<file path="config.mk">
export PLATFORM = sky130hd
export DESIGN_NAME = fwd_hazard_unit
export DESIGN_NICKNAME = d
export VERILOG_FILES = /design/src/rtl/fwd_pkg.sv /design/src/rtl/fwd_select.sv /design/src/rtl/fwd_hazard_unit.sv
export SDC_FILE = /design/constraint.sdc
export NUM_CORES = 1
export LEC_CHECK = 0
export ABC_AREA = 0
export CORE_MARGIN = 5
export CORE_UTILIZATION = 55
export DETAILED_ROUTE_END_ITERATION = 8
export HOLD_SLACK_MARGIN = 0.08
export PLACE_DENSITY = 0.87
export SETUP_SLACK_MARGIN = 0.2
export SLEW_MARGIN = 20
export SYNTH_ARGS = -nofsm -noshare
export SYNTH_HDL_FRONTEND = slang
export SYNTH_SLANG_ARGS = --single-unit
</file>
<file path="constraint.sdc">
create_clock -name clk -period 4.8 [get_ports clk]
set_input_delay 1.44 -clock clk [delete_from_list [all_inputs] [get_ports clk]]
set_output_delay 1.44 -clock clk [all_outputs]
set_load 0.01 [all_outputs]
</file>
<file path="src/rtl/fwd_pkg.sv">
// Shared definitions for the forwarding/hazard unit: mux-select encodings,
// the shadow pipeline-stage record and the "stage writes register" test.
package fwd_pkg;

    // Widest register address the stage record can carry; narrower
    // addresses are zero-extended into it.
    localparam int MAX_REG_AW = 8;

    // EX operand mux select encodings.
    localparam logic [1:0] FWD_RF    = 2'b00;
    localparam logic [1:0] FWD_EXMEM = 2'b10;
    localparam logic [1:0] FWD_MEMWB = 2'b01;

    // One shadow pipeline stage.
    typedef struct packed {
        logic                  valid;
        logic [MAX_REG_AW-1:0] dst;
        logic                  reg_write;
        logic                  is_load;
    } stage_t;

    localparam stage_t STAGE_BUBBLE = '0;

    // True when stage s will write register r. r0 never counts when it is
    // hard-wired to zero.
    function automatic logic stage_writes(input stage_t s,
                                          input logic [MAX_REG_AW-1:0] r,
                                          input bit zero_en);
        return s.valid && s.reg_write && (s.dst == r) && !(zero_en && (r == '0));
    endfunction

endpackage

</file>
<file path="src/rtl/fwd_select.sv">
// Per-operand forwarding select: compares one ID/EX source against the
// EX/MEM and MEM/WB destinations, EX/MEM (younger result) taking priority.
module fwd_select
    import fwd_pkg::*;
#(
    parameter int REG_AW      = 4,
    parameter bit ZERO_REG_EN = 1'b1
) (
    input  logic              idex_valid_i,
    input  logic [REG_AW-1:0] src_i,
    input  stage_t            exmem_i,
    input  stage_t            memwb_i,
    output logic [1:0]        sel_o
);

    logic [MAX_REG_AW-1:0] src_ext;
    // Load flags are not needed for forwarding decisions.
    logic                  unused_flags;

    assign src_ext      = MAX_REG_AW'(src_i);
    assign unused_flags = &{1'b0, exmem_i.is_load, memwb_i.is_load};

    // Priority mux select; a bubble in ID/EX never forwards.
    always_comb begin
        sel_o = FWD_RF;
        if (idex_valid_i) begin
            if (stage_writes(exmem_i, src_ext, ZERO_REG_EN)) begin
                sel_o = FWD_EXMEM;
            end else if (stage_writes(memwb_i, src_ext, ZERO_REG_EN)) begin
                sel_o = FWD_MEMWB;
            end
        end
    end

endmodule

</file>
<file path="src/rtl/fwd_hazard_unit.sv">
// Forwarding and load-use hazard unit. Keeps shadow ID/EX, EX/MEM and MEM/WB
// records, drives the EX operand mux selects, stalls on load-use hazards and
// counts stall cycles with saturation.
module fwd_hazard_unit
    import fwd_pkg::*;
#(
    parameter int REG_AW      = 4,
    parameter int NUM_SRC     = 2,
    parameter bit ZERO_REG_EN = 1'b1,
    parameter int CNT_W       = 16
) (
    input  logic                      clk,
    input  logic                      rst_n,
    input  logic                      id_valid,
    input  logic [NUM_SRC*REG_AW-1:0] id_src,
    input  logic [REG_AW-1:0]         id_dst,
    input  logic                      id_reg_write,
    input  logic                      id_is_load,
    input  logic                      flush,
    output logic                      stall,
    output logic [NUM_SRC*2-1:0]      fwd_sel,
    output logic [CNT_W-1:0]          stall_count
);

    stage_t                    idex_q, idex_d;
    stage_t                    exmem_q;
    stage_t                    memwb_q;
    logic [NUM_SRC*REG_AW-1:0] idex_src_q;
    logic [CNT_W-1:0]          stall_count_q, stall_count_d;
    logic                      load_use;

    // Load-use hazard: the load in ID/EX produces a register the ID
    // instruction reads. A flush kills the ID instruction, so no stall.
    always_comb begin
        load_use = 1'b0;
        for (int k = 0; k < NUM_SRC; k++) begin
            if (stage_writes(idex_q, MAX_REG_AW'(id_src[k*REG_AW +: REG_AW]), ZERO_REG_EN)) begin
                load_use = 1'b1;
            end
        end
        stall = !flush && id_valid && idex_q.is_load && load_use;
    end

    // Next ID/EX record: the ID instruction, or a bubble on stall/flush.
    always_comb begin
        idex_d = STAGE_BUBBLE;
        if (!stall && !flush) begin
            idex_d.valid     = id_valid;
            idex_d.dst       = MAX_REG_AW'(id_dst);
            idex_d.reg_write = id_reg_write;
            idex_d.is_load   = id_is_load;
        end
    end

    // Saturating stall-cycle counter.
    always_comb begin
        stall_count_d = stall_count_q;
        if (stall && (stall_count_q != '1)) begin
            stall_count_d = stall_count_q + 1'b1;
        end
    end

    // Shadow pipeline advance; the MEM/WB record simply falls off the end.
    always_ff @(posedge clk or negedge rst_n) begin
        if (!rst_n) begin
            idex_q        <= STAGE_BUBBLE;
            exmem_q       <= STAGE_BUBBLE;
            memwb_q       <= STAGE_BUBBLE;
            idex_src_q    <= '0;
            stall_count_q <= '0;
        end else begin
            idex_q        <= idex_d;
            exmem_q       <= idex_q;
            memwb_q       <= exmem_q;
            idex_src_q    <= id_src;
            stall_count_q <= stall_count_d;
        end
    end

    for (genvar k = 0; k < NUM_SRC; k++) begin : g_src
        fwd_select #(
            .REG_AW      (REG_AW),
            .ZERO_REG_EN (ZERO_REG_EN)
        ) u_sel (
            .idex_valid_i (idex_q.valid),
            .src_i        (idex_src_q[k*REG_AW +: REG_AW]),
            .exmem_i      (exmem_q),
            .memwb_i      (memwb_q),
            .sel_o        (fwd_sel[2*k +: 2])
        );
    end

    assign stall_count = stall_count_q;

endmodule

</file>
==> summary.txt, run 1 <==
Cells and area
  • Antenna fix cells: 0
  • Final #Nets: 231
  • # fillers: between 200 and 250
  • Area added between synthesis and finish: 23.8%
  • Share of layout cells above drive strength 1: 0.0802

Power and ir drop
  • Leakage power: between 1 and 1.5 nW
  • Flop pwr share: 0.627
  • Combinational Power Share: 0.084
  • P_sw: 0.150 mW
  • Pwr dens: between 200 and 300 mW/mm²
  • Int Power: around 0.47 mW
  • Clk network pwr share: 0.289
  • Peak supply drop: 0.180 mV
  • Sw Share: 0.243

Place
  • Post-DP HPWL: 3.07 mm
  • DP Worst Slack: about 0.35 ns
  • Final GP Congestion: 0.872
  • PortBufs: 38

Min path
  • Hold/Removal Path Class: reg -> reg

STA
  • Final min period: about 4.5 ns
  • Achievable clock frequency: 224 MHz
  • Setup_tns: 0 ns
  • Slew headroom: 0.323
  • Setup WS post-layout: around 0.33 ns
  • RSZ-0062 raised after global routing: no
  • Slew Limit Fails: 0
  • Worst-margin pin slew: a little over 1 ns
  • Final hold viol count: 0
  • Layout Skew: 0.0105 ns
  • Final setup fails: 0
  • Fin crit share: 0.931

Outcome
  • Status: completed

CTS
  • Clock buffer depth: 2
  • Skew-Pair Late Insertion Delay: 0.34 ns
  • CTS Root Cell: clkbuf_4
  • CTS tree: yes
  • CTS buffer count: 5
  • Hold_buf cts: 0
  • Post-CTS Resized: 0
  • H-tree depth: 2
  • Clock sink count: 43
  • CTS clk-pin slew, worst paths: about 0.12 ns
  • Post CTS Setup Buffer Count: 0

Critical path
  • Crit-path slowest cell: clkdlybuf4s50_1
  • Worst EP arrival: 3.03 ns
  • Crit path cell chain: clkdlybuf4s50_1 > xor2_1 > nor2_1 > nand4_1 > nand2_1 > clkdlybuf4s50_1
  • Critical path type: in -> out
  • Required @ worst endpoint: 3.36 ns
  • FF-to-FF setup slack: about 2.4 ns
  • CP Max Fanout: 3
  • Buf/Inv on CP: 2
  • Crit end category: output pin
  • Family with the most delay on the worst path: buffers and inverters
  • Crit path top cell by count: clkdlybuf4s50_1
  • Setup crit start kind: primary input
  • Max stage delay on crit path: 0.53 ns

GRT
  • Total track usage: 0.174
  • Total global routing overflow: 0
  • Largest net degree at the start of global routing: 44
  • Initial antenna violation count: 0
  • Via count of the first global-routing pass: 1501
  • Global-route wire length before repair: 6.92 mm

Die
  • Chip Width: 70.0 µm
  • Die area: 0.00490 mm²
  • Initial core utilization: 0.579
  • # rows: 21
  • Core area: 0.00342 mm²
  • Top Ports: 39
  • Die H: 70.0 µm

Detailed routing
  • Routed WL: roughly 4 mm
  • Initial DRC count: between 80 and 90
  • Total number of vias: 1429
  • Final ANT Viol Nets: 0
  • DRC viols: 0
  • TritonRoute pass-1 iters: 4
  • Via-to-Cell Ratio: approximately 5.5
  • DR WL/cell: 15.7 µm

Synth
  • Syn nets: 188
  • Synth warnings: 0
  • Syn avg cell area: between 10 and 15 µm²
  • Post-Syn Instances: 169
  • Post-synthesis cell area: a little under 0.002 mm²
  • Number of flops mapped to enable cells by yosys: 0
  • Post-synthesis register bit count: 43
  • Sequential fraction of the synthesis area: 0.544
  • Top_reg_cell synth: dfrtp_1
  • Synth async-reset ratio: 1.00
  • Cell variety after synth: 28

Job
  • Max Cap Viol: 0
-- cells in the mapped netlist, types with 2 or more instances --
library cell	instances	area, µm²
dfrtp_1	43	1080
xor2_1	26	228
nor3_1	16	80.1
nor2_1	10	37.5
nand3_1	9	45.0
xnor2_1	9	78.8
and2_1	8	50.1
nand2_1	8	30.0
nand4_1	7	43.8
nor4_1	7	43.8
a21oi_1	5	25.0
nor4_4	3	63.8
nand2b_1	2	12.5
nor3b_2	2	25.0
-- power by group through the flow --
stage / sequential, mW / clock, mW / combinational (mW)
final: 0.388 / 0.179 / 0.0517
after detailed placement: 0.395 / 0 / 0.0518
after global placement: 0.394 / 0 / 0.0489
after global routing: 0.390 / 0.192 / 0.0571
after floorplan: 0.391 / 0 / 0.0240
after CTS: 0.388 / 0.181 / 0.0522
-- cells by family (layout without fill, tap and decap cells) --
family	after synthesis	after routing	share of synthesized area
buffers and inverters	2	45	0.00949
flip-flops	43	43	0.544
AO/OA/AOI/OAI	7	7	0.0253
adder cells (fa/ha/maj)	1	1	0.00632
multiplexers	1	1	0.00569
AND/OR/NAND/NOR	80	80	0.254
XOR/XNOR	35	35	0.155
-- sequential cells by signal (all words and copies together), names as in the netlist --
name         count
idex_q           7
exmem_q          6
idex_src_q       8
stall_count     16
memwb_q          6
-- per-stage QoR --
step | util | instances | hold slack, ns | instance area (µm²) | power [mW]
2_1_floorplan | - | 169 | 0.354 | 1980 | 0.415
3_3_place_gp | 0.700 | 251 | 0.365 | 2390 | 0.443
3_5_place_dp | 0.700 | 251 | 0.373 | 2390 | 0.447
4_1_cts | 0.717 | 258 | 0.403 | 2450 | 0.621
5_1_grt | 0.717 | 258 | 0.423 | 2450 | 0.639
6_report | 0.717 | 258 | 0.407 | 2450 | 0.619
-- worst reg2reg max path: cells and delay by family (launching register included) --
family / cells / cell delay, ns
AO/OA/AOI/OAI: 1 / 0.85
flip-flops: 1 / 0.45
multiplexers: 1 / 0.35
AND/OR/NAND/NOR: 3 / 0.68
-- cell usage in the layout (no fill, tap or decap), types with 2 or more instances in the layout --
cell type,count
a21oi_1,5
and2_1,8
clkbuf_4,5
clkdlybuf4s50_1,37
dfrtp_1,43
nand2_1,8
nand2b_1,2
nand3_1,9
nand4_1,7
nor2_1,10
nor3_1,16
nor3b_2,2
nor4_1,7
nor4_4,3
xnor2_1,9
xor2_1,26
-- path summary, 6_finish.rpt --
check / endpoint / startpoint / cells past startpoint
max: stall / id_src[4] / 6
min: memwb_q[1] / exmem_q[1] / 0
max reg2reg: stall_count[1] / idex_q[2] / 5
min reg2reg: memwb_q[1] / exmem_q[1] / 0
max in group asynchronous: stall_count[2] / rst_n / 1
min in group asynchronous: idex_src_q[3] / rst_n / 1
-- final cells by class --
class | count | area (µm²) | share of cell area
Multi-Input combinational cell | 124 | 883 | 0.361
Tap cell | 46 | 57.6 | 0.0235
Clock buffer | 6 | 51.3 | 0.0210
Sequential cell | 43 | 1080 | 0.439
Timing Repair Buffer | 38 | 375 | 0.153
Clock inverter | 1 | 5.00 | 0.00204
-- routing by layer --
layer  part of all wire  global-route usage  vias up  wire [µm]
met5                  0                   0        -          0
met4              0.015              0.0532        0         61
met3              0.049              0.0445        8        199
met2               0.52               0.297       43       2110
met1               0.42               0.216      698       1690
li1                   -                   -      680          -
No activity file was read; power rests on OpenSTA's default activity.
==> inputs of run 2 (changes only) <==
- CTS_CLUSTER_DIAMETER: unset -> 100
==> results of run 2 <==
No change in the layout: final DEF, timing and power equal those of run 1.
